===== config.mk =====
export PLATFORM = sky130hd
export DESIGN_NAME = shake128_padder_flat
export DESIGN_NICKNAME = d
export VERILOG_FILES = /design/src/rtl/keccak_pkg.sv /design/src/rtl/shake128_padder_if.sv /design/src/rtl/byte_lane_mask.sv /design/src/rtl/shake128_padder.sv /design/src/flat_wrapper.sv
export SDC_FILE = /design/constraint.sdc
export NUM_CORES = 2
export LEC_CHECK = 0
export BUFFER_PORTS_ARGS = -buffer_cell sky130_fd_sc_hd__clkbuf_2
export CORE_AREA = 2 2 552 554
export DETAILED_ROUTE_END_ITERATION = 8
export DIE_AREA = 0 0 554 556
export PLACE_DENSITY = 0.41
export SYNTH_ARGS = -nofsm -noshare
export SYNTH_HDL_FRONTEND = slang
export SYNTH_HIERARCHICAL = 1
export SYNTH_SLANG_ARGS = --single-unit

===== constraint.sdc =====
create_clock -name clk -period 3.8 [get_ports clk]
set_clock_uncertainty 0.1 [all_clocks]
set_input_delay 0.38 -clock clk [delete_from_list [all_inputs] [get_ports clk]]
set_output_delay 0.38 -clock clk [all_outputs]
set_load 0.02 [all_outputs]

===== src/rtl/keccak_pkg.sv =====
`default_nettype none
// ============================================================================
//  Module      : keccak_pkg
//  Description : Shared constants and types for the SHAKE128 feeder path.
//                RATE128/LANES128 size the rate block, SHAKE_DS/PAD_END are
//                the domain-separation and final padding bytes, and
//                padder_state_t encodes the padder's block-assembly FSM.
//  Revision    : 1.0 - initial release
// ============================================================================
package keccak_pkg;

    localparam int RATE128  = 1344;
    localparam int LANES128 = 21;

    localparam logic [7:0] SHAKE_DS = 8'h1F;
    localparam logic [7:0] PAD_END  = 8'h80;

    typedef enum logic [1:0] {
        FILL   = 2'd0,
        HOLD   = 2'd1,
        PADBLK = 2'd2
    } padder_state_t;

endpackage : keccak_pkg
`default_nettype wire


===== src/rtl/shake128_padder_if.sv =====
`default_nettype none
// ============================================================================
//  Module      : shake128_padder_if
//  Description : Beat-input / block-output bundle for shake128_padder.
//                s_* : 64-bit message beats in (valid/ready, nbytes, last)
//                m_* : padded RATE-bit blocks out (valid/ready, last)
//                msg_len : byte count, present only when SHAKE_PADDER_LEN_EN
//                          is defined.
//                Modport slave is the padder's view, master the feeder's.
//  Revision    : 1.0 - initial release
// ============================================================================
interface shake128_padder_if
    import keccak_pkg::*;
#(
    parameter int RATE = RATE128
);
    logic            s_valid;
    logic [63:0]     s_data;
    logic [3:0]      s_nbytes;
    logic            s_last;
    logic            s_ready;
    logic            m_valid;
    logic [RATE-1:0] m_block;
    logic            m_last;
    logic            m_ready;
`ifdef SHAKE_PADDER_LEN_EN
    logic [31:0]     msg_len;

    modport slave  (input  s_valid, s_data, s_nbytes, s_last, m_ready,
                    output s_ready, m_valid, m_block, m_last, msg_len);
    modport master (output s_valid, s_data, s_nbytes, s_last, m_ready,
                    input  s_ready, m_valid, m_block, m_last, msg_len);
`else
    modport slave  (input  s_valid, s_data, s_nbytes, s_last, m_ready,
                    output s_ready, m_valid, m_block, m_last);
    modport master (output s_valid, s_data, s_nbytes, s_last, m_ready,
                    input  s_ready, m_valid, m_block, m_last);
`endif
endinterface : shake128_padder_if
`default_nettype wire


===== src/rtl/byte_lane_mask.sv =====
`default_nettype none
// ============================================================================
//  Module      : byte_lane_mask
//  Description : Combinational decode of a beat's byte count.
//                nbytes  in  4  : raw byte count from the beat
//                last    in  1  : beat is the message tail
//                be_mask out 64 : byte-enable mask (low bytes first)
//                ds_pos  out 4  : effective byte count 0..8, which is also
//                                 the in-lane position of the 0x1F byte
//                                 (8 = first byte of the following lane)
//  Revision    : 1.0 - initial release
// ============================================================================
module byte_lane_mask (
    input  wire logic [3:0]  nbytes,
    input  wire logic        last,
    output logic      [63:0] be_mask,
    output logic      [3:0]  ds_pos
);
    always_comb begin
        // Short counts only mean something on the tail; anything else,
        // including out-of-range counts, is a full beat.
        ds_pos = (last && (nbytes < 4'd8)) ? nbytes : 4'd8;
        for (int j = 0; j < 8; j++) begin
            be_mask[8*j +: 8] = (4'(j) < ds_pos) ? 8'hFF : 8'h00;
        end
    end
endmodule : byte_lane_mask
`default_nettype wire


===== src/rtl/shake128_padder.sv =====
`default_nettype none
// ============================================================================
//  Module      : shake128_padder
//  Description : Assembles 64-bit little-endian message beats into RATE-bit
//                blocks with SHAKE domain separation and pad10*1 padding,
//                and offers them with a valid/ready handshake.
//                clk   in : rising-edge clock
//                rst_n in : synchronous active-low reset
//                clear in : synchronous abort of any partial message/block
//                bus      : shake128_padder_if.slave (s_* beats, m_* blocks,
//                           msg_len when SHAKE_PADDER_LEN_EN is defined)
//                Optional feature macro: SHAKE_PADDER_LEN_EN
//  Revision    : 1.0 - initial release
// ============================================================================
module shake128_padder
    import keccak_pkg::*;
#(
    parameter int RATE   = RATE128,
    parameter int BEAT_W = 64
)(
    input  wire logic         clk,
    input  wire logic         rst_n,
    input  wire logic         clear,
    shake128_padder_if.slave  bus
);
    localparam int LANES = RATE / BEAT_W;
    localparam int BYTES = RATE / 8;
    localparam int WPW   = $clog2(LANES);
    localparam int PW    = $clog2(BYTES + 1);
    localparam logic [WPW-1:0] LAST_LANE = WPW'(LANES - 1);
    localparam logic [PW-1:0]  FULL_POS  = PW'(BYTES);

    padder_state_t   state_q, state_d;
    logic [WPW-1:0]  wptr_q, wptr_d;
    logic            pad_pend_q, pad_pend_d;
    logic [RATE-1:0] block_q, block_d;
    logic            m_last_q, m_last_d;

    logic [63:0]     be_mask;
    logic [3:0]      ds_pos;
    logic [PW-1:0]   pos;
    logic            accept;

    byte_lane_mask u_mask (
        .nbytes  (bus.s_nbytes),
        .last    (bus.s_last),
        .be_mask (be_mask),
        .ds_pos  (ds_pos)
    );

    // Byte position just past the message tail within the block.
    assign pos    = PW'({wptr_q, 3'b000}) + PW'(ds_pos);
    assign accept = (state_q == FILL) && bus.s_valid;

    always_comb begin
        state_d    = state_q;
        wptr_d     = wptr_q;
        pad_pend_d = pad_pend_q;
        block_d    = block_q;
        m_last_d   = m_last_q;

        unique case (state_q)
            FILL: begin
                if (bus.s_valid) begin
                    for (int l = 0; l < LANES; l++) begin
                        if (wptr_q == WPW'(l)) begin
                            block_d[64*l +: 64] = bus.s_data & be_mask;
                        end
                    end
                    if (!bus.s_last) begin
                        if (wptr_q == LAST_LANE) begin
                            wptr_d   = '0;
                            state_d  = HOLD;
                            m_last_d = 1'b0;
                        end else begin
                            wptr_d = wptr_q + 1'b1;
                        end
                    end else begin
                        wptr_d  = '0;
                        state_d = HOLD;
                        if (pos == FULL_POS) begin
                            // Message filled the block exactly; padding
                            // needs a block of its own afterwards.
                            pad_pend_d = 1'b1;
                            m_last_d   = 1'b0;
                        end else begin
                            // Lanes past wptr are still zero, so a full
                            // tail beat puts 0x1F at byte 0 of the next lane.
                            for (int k = 0; k < BYTES; k++) begin
                                if (pos == PW'(k)) begin
                                    block_d[8*k +: 8] = block_d[8*k +: 8] ^ SHAKE_DS;
                                end
                            end
                            block_d[RATE-1 -: 8] = block_d[RATE-1 -: 8] | PAD_END;
                            m_last_d = 1'b1;
                        end
                    end
                end
            end
            HOLD: begin
                if (bus.m_ready) begin
                    block_d = '0;
                    if (pad_pend_q) begin
                        block_d[7:0]         = SHAKE_DS;
                        block_d[RATE-1 -: 8] = PAD_END;
                        pad_pend_d = 1'b0;
                        state_d    = PADBLK;
                        m_last_d   = 1'b1;
                    end else begin
                        state_d  = FILL;
                        m_last_d = 1'b0;
                    end
                end
            end
            PADBLK: begin
                if (bus.m_ready) begin
                    block_d  = '0;
                    state_d  = FILL;
                    m_last_d = 1'b0;
                end
            end
            default: begin
                state_d = FILL;
            end
        endcase

        if (clear) begin
            state_d    = FILL;
            wptr_d     = '0;
            pad_pend_d = 1'b0;
            block_d    = '0;
            m_last_d   = 1'b0;
        end
    end

    always_ff @(posedge clk) begin
        if (!rst_n) begin
            state_q    <= FILL;
            wptr_q     <= '0;
            pad_pend_q <= 1'b0;
            block_q    <= '0;
            m_last_q   <= 1'b0;
        end else begin
            state_q    <= state_d;
            wptr_q     <= wptr_d;
            pad_pend_q <= pad_pend_d;
            block_q    <= block_d;
            m_last_q   <= m_last_d;
        end
    end

    assign bus.s_ready = (state_q == FILL);
    assign bus.m_valid = (state_q != FILL);
    assign bus.m_block = block_q;
    assign bus.m_last  = m_last_q;

`ifdef SHAKE_PADDER_LEN_EN
    logic [31:0] msg_len_q, msg_len_d;
    logic [32:0] len_sum;

    always_comb begin
        msg_len_d = msg_len_q;
        len_sum   = {1'b0, msg_len_q} + 33'(ds_pos);
        if (accept) begin
            msg_len_d = len_sum[32] ? 32'hFFFF_FFFF : len_sum[31:0];
        end
        // Accepts only happen in FILL, so this never collides with them.
        if (bus.m_ready && (state_q != FILL) && m_last_q) begin
            msg_len_d = '0;
        end
        if (clear) begin
            msg_len_d = '0;
        end
    end

    always_ff @(posedge clk) begin
        if (!rst_n) begin
            msg_len_q <= '0;
        end else begin
            msg_len_q <= msg_len_d;
        end
    end

    assign bus.msg_len = msg_len_q;
`else
    logic unused_accept;
    assign unused_accept = accept;
`endif

endmodule : shake128_padder
`default_nettype wire


===== src/flat_wrapper.sv =====
// flat-port wrapper written by rule: the top's interface ports become plain ports
module shake128_padder_flat import keccak_pkg::*;
#(
    parameter int RATE   = RATE128,
    parameter int BEAT_W = 64
)
  (clk, rst_n, clear, bus_s_valid, bus_s_data, bus_s_nbytes, bus_s_last, bus_m_ready, bus_s_ready, bus_m_valid, bus_m_block, bus_m_last);
  shake128_padder_if #(.RATE(RATE)) bus_i ();
  input  wire logic clk;
  input  wire logic rst_n;
  input  wire logic clear;
  input wire logic [$bits(bus_i.s_valid)-1:0] bus_s_valid;
  input wire logic [$bits(bus_i.s_data)-1:0] bus_s_data;
  input wire logic [$bits(bus_i.s_nbytes)-1:0] bus_s_nbytes;
  input wire logic [$bits(bus_i.s_last)-1:0] bus_s_last;
  input wire logic [$bits(bus_i.m_ready)-1:0] bus_m_ready;
  output wire logic [$bits(bus_i.s_ready)-1:0] bus_s_ready;
  output wire logic [$bits(bus_i.m_valid)-1:0] bus_m_valid;
  output wire logic [$bits(bus_i.m_block)-1:0] bus_m_block;
  output wire logic [$bits(bus_i.m_last)-1:0] bus_m_last;
  assign bus_i.s_valid = bus_s_valid;
  assign bus_i.s_data = bus_s_data;
  assign bus_i.s_nbytes = bus_s_nbytes;
  assign bus_i.s_last = bus_s_last;
  assign bus_i.m_ready = bus_m_ready;
  assign bus_s_ready = bus_i.s_ready;
  assign bus_m_valid = bus_i.m_valid;
  assign bus_m_block = bus_i.m_block;
  assign bus_m_last = bus_i.m_last;
  shake128_padder #(.RATE(RATE), .BEAT_W(BEAT_W)) u_core (.clk(clk), .rst_n(rst_n), .clear(clear), .bus(bus_i));
endmodule

==> summary.md <==
| Metric | Value |
|---|---|
| Initial Util | between 20% and 30% |
| DRC | 0 |
| Final hold slack | approximately 80 ps |
| Final hold violation count | 0 |
| WS Path Type | register to register |
| RSZ-0062 raised after global routing | false |
| Core ar. | 302000 µm² |
| GR Overflow Total | 0 |
| DR iter-0 viols | about 8000 |
| Clk slew on worst S/H paths | about 60 ps |
| DP Wirelength | around 330 mm |
| Port Buffers | 1420 |
| Nets@finish | between 9000 and 10000 |
| Fraction of layout cells with a size suffix above 1 | between 20% and 30% |
| Layout area overhead | 30.56% |
| Chip width | between 500 and 600 µm |
| CTS root buffer | clkbuf_16 |
| Netlist Area Pre-Place | about 68000 µm² |
| Fin crit period | roughly 3800 ps |
| Worst reg2reg endpoint | u_core/bus.m_block[1265] |
| R2R cell count | 9 |
| Vias per cell | approximately 5.6 |
| Maximum vdd ir drop | 0.3426 mV |
| Leakage Power | 0.03188 µW |
| Clock Latency Late Sink | 860 ps |
| Met1 global-route usage | between 30% and 40% |
| Worst r2r src | u_core/state_q[0] |
| YS warnings | 6 |
| Total Routed Length | 449.6 mm |
| Data arrival time of the critical path | between 4000 and 5000 ps |
| First-pass GRT wire length | about 600 mm |
| Initial antenna violation count | 43 |
| Most Crowded Layer GR | met2 |
| Final setup viols | 0 |
| Hold Path Class | input pin to register |
| Crit path max fanout | 82 |
| Hold EP | u_core/bus.m_block[400] |
| Pwr dens | about 400 nW/µm² |
| Wire per inst | around 34 µm |
| GRT Total Usage | 27.65% |
| Commonest non-fill, non-tap cell in the layout | clkbuf_2 |
| Clk sinks | ~1400 |
| FP Rows | 202 |
| Asr flop ratio synth | 0% |
| Synth Flop Type | dfxtp_1 |
| TritonRoute pass-1 iters | 8 |
| CTS tree | built |
| Worst reg2reg setup slack | around 40 ps |
| Hold_sp | bus_s_data[16] |
| Worst Setup Start Kind | register |
| Vias in the first global route | about 69000 |
| Total CTS buffers | 179 |
| Avg Cell Area, Syn | ~8.7 µm² |
| Pin count of the biggest net entering global routing | 207 |
| FMAX | ~270 MHz |
| Period utilization | 98.95% |
| Core Util, Final | a little under 30% |
| Seq cells post-synth | roughly 1400 |
| Worst hold path stage count | 5 |
| Req. time, crit path | 4470 ps |
| Die Outline Area | slightly above 300000 µm² |
| H-tree levels | 4 |
| Mapped Cells | ~8000 |
| Clock buffer depth | 4 |
| Vias | roughly 74000 |
| Post-synthesis sequential area ratio | 40.09% |
| Leading cell types in the layout, fill and taps excluded | clkbuf_2, dfxtp_1, nor2_1 |
| Outcome | completed |
| Post-synth cell types | 83 |
| Met2 Use GR | about 44% |
| Gpl congestion | 0.8619 |
| Worst Max-Slew Pin Slew | about 1400 ps |
| Worst setup EP type | register |
| I/O pin total | 1421 |
| Max-slew violations | 0 |
| EDFF count, synth | 0 |
| GRT met3 Usage | 7.561% |
| Die Ht | between 500 and 600 µm |
| Syn Nets | around 7900 |
| Routed Antenna Nets | 0 |
| Relative slew slack | 8.697% |
| Max Cap Viol | 0 |
==> report_power, final <==
part / internal [µW] / switching (µW) / leakage (µW)
Combinational: 764 / 2410 / 0.0180
Sequential: 14200 / 35.6 / 0.0109
Clock: 10300 / 7410 / 0.00295
==> per-layer routing <==
metal,vias up,share of wire [%]
li1,32109,-
met1,36708,39
met2,4109,45
met3,812,9.4
met4,4,6.5
met5,-,0.0069
==> worst max-delay path, stage by stage, from the launching register on <==
cell,delay (ps)
dfxtp_1,420
inv_1,90
ha_1,320
or3b_1,590
or4_4,550
buf_12,220
buf_4,370
a211oi_1,570
o21ai_0,180
o221ai_1,110
==> cell usage after synthesis (66+ instances only) <==
master	instances	share of area, %
o41ai_1	201	2.6
o211ai_1	214	2.4
o221ai_1	230	3.0
dfxtp_1	1353	40
nand4_1	211	2.0
or3_1	233	2.2
nor3_1	357	2.6
a22oi_1	503	5.6
xnor2_1	426	5.5
clkbuf_1	728	4.0
nand2_1	143	0.79
and2_1	70	0.65
buf_2	79	0.59
nand3_1	158	1.2
inv_1	193	1.1
a21oi_1	104	0.77
a221o_1	242	3.6
o21ai_0	312	2.3
buf_4	66	0.73
a211oi_1	71	0.79
or4_1	168	1.9
o2111ai_1	82	1.1
mux2i_1	125	1.9
nor2_1	847	4.7
==> cell families (layout without fill, tap and decap cells) <==
family | Yosys count | after routing | share of synthesized area [%]
fa+ha+maj | 11 | 11 | 0.2037
xor+xnor | 428 | 428 | 5.604
simple gates | 2386 | 2386 | 18.60
other cells | 0 | 16 | 0
compound gates | 2338 | 2338 | 26.75
buf+inv | 1133 | 2504 | 6.897
mux | 125 | 125 | 1.852
flops | 1353 | 1353 | 40.09
==> cell type report <==
cell class / count / area [µm²]
diodes: 16 / 40.04
clock buffers: 256 / 5201
clock inverters: 67 / 782.0
fillers: 31904 / 213800
inverters: 194 / 728.2
multi-input cells: 5288 / 36600
flip-flops and latches: 1353 / 27090
well taps: 3978 / 4977
repair buffers: 1987 / 12780
==> state kept, by name, summed over array words and instances, names as in the netlist <==
register,count
u_core/bus.m_block,1344
u_core/wptr_q,5
u_core/state_q,2
u_core/bus.m_last,1
u_core/pad_pend_q,1
==> stage by stage <==
step                worst slack, ps  cell area, µm²  cells  setup TNS, ps  total power (µW)
finish                        39.79           88200  13139              0             35150
floorplan                     443.8           67560   7774              0             16010
global placement             -135.6           81960  12782          -1892             17670
global route                 0.7687           88180  13130              0             36080
CTS                           59.87           88130  13123              0             35460
detailed placement           -123.7           81960  12782          -1757             17680
==> how the worst max path moves through the flow <==
| stage | cells past startpoint | end | slack (ps) | start |
|---|---|---|---|---|
| final | 9 | u_core/bus.m_block[1265] | 40 | u_core/state_q[0] |
| after CTS | 8 | u_core/bus.m_block[290] | 60 | u_core/state_q[0] |
| after floorplan | 13 | u_core/bus.m_block[160] | 440 | bus_s_last |
| after global placement | 13 | u_core/bus.m_block[940] | -140 | bus_s_last |
| after global routing | 9 | u_core/bus.m_block[1185] | 0.8 | u_core/state_q[0] |
| after detailed placement | 13 | u_core/bus.m_block[937] | -120 | bus_s_last |
==> repair_timing <==
item | in CTS | in global routing
gates resized for setup | 0 | 10
setup buffers | 0 | 0
hold endpoints to repair | 41 | 0
hold buffers | 18 | 0
endpoints found under the setup margin | 0 | 30
Note: power is estimated with default switching activity, not from simulation.
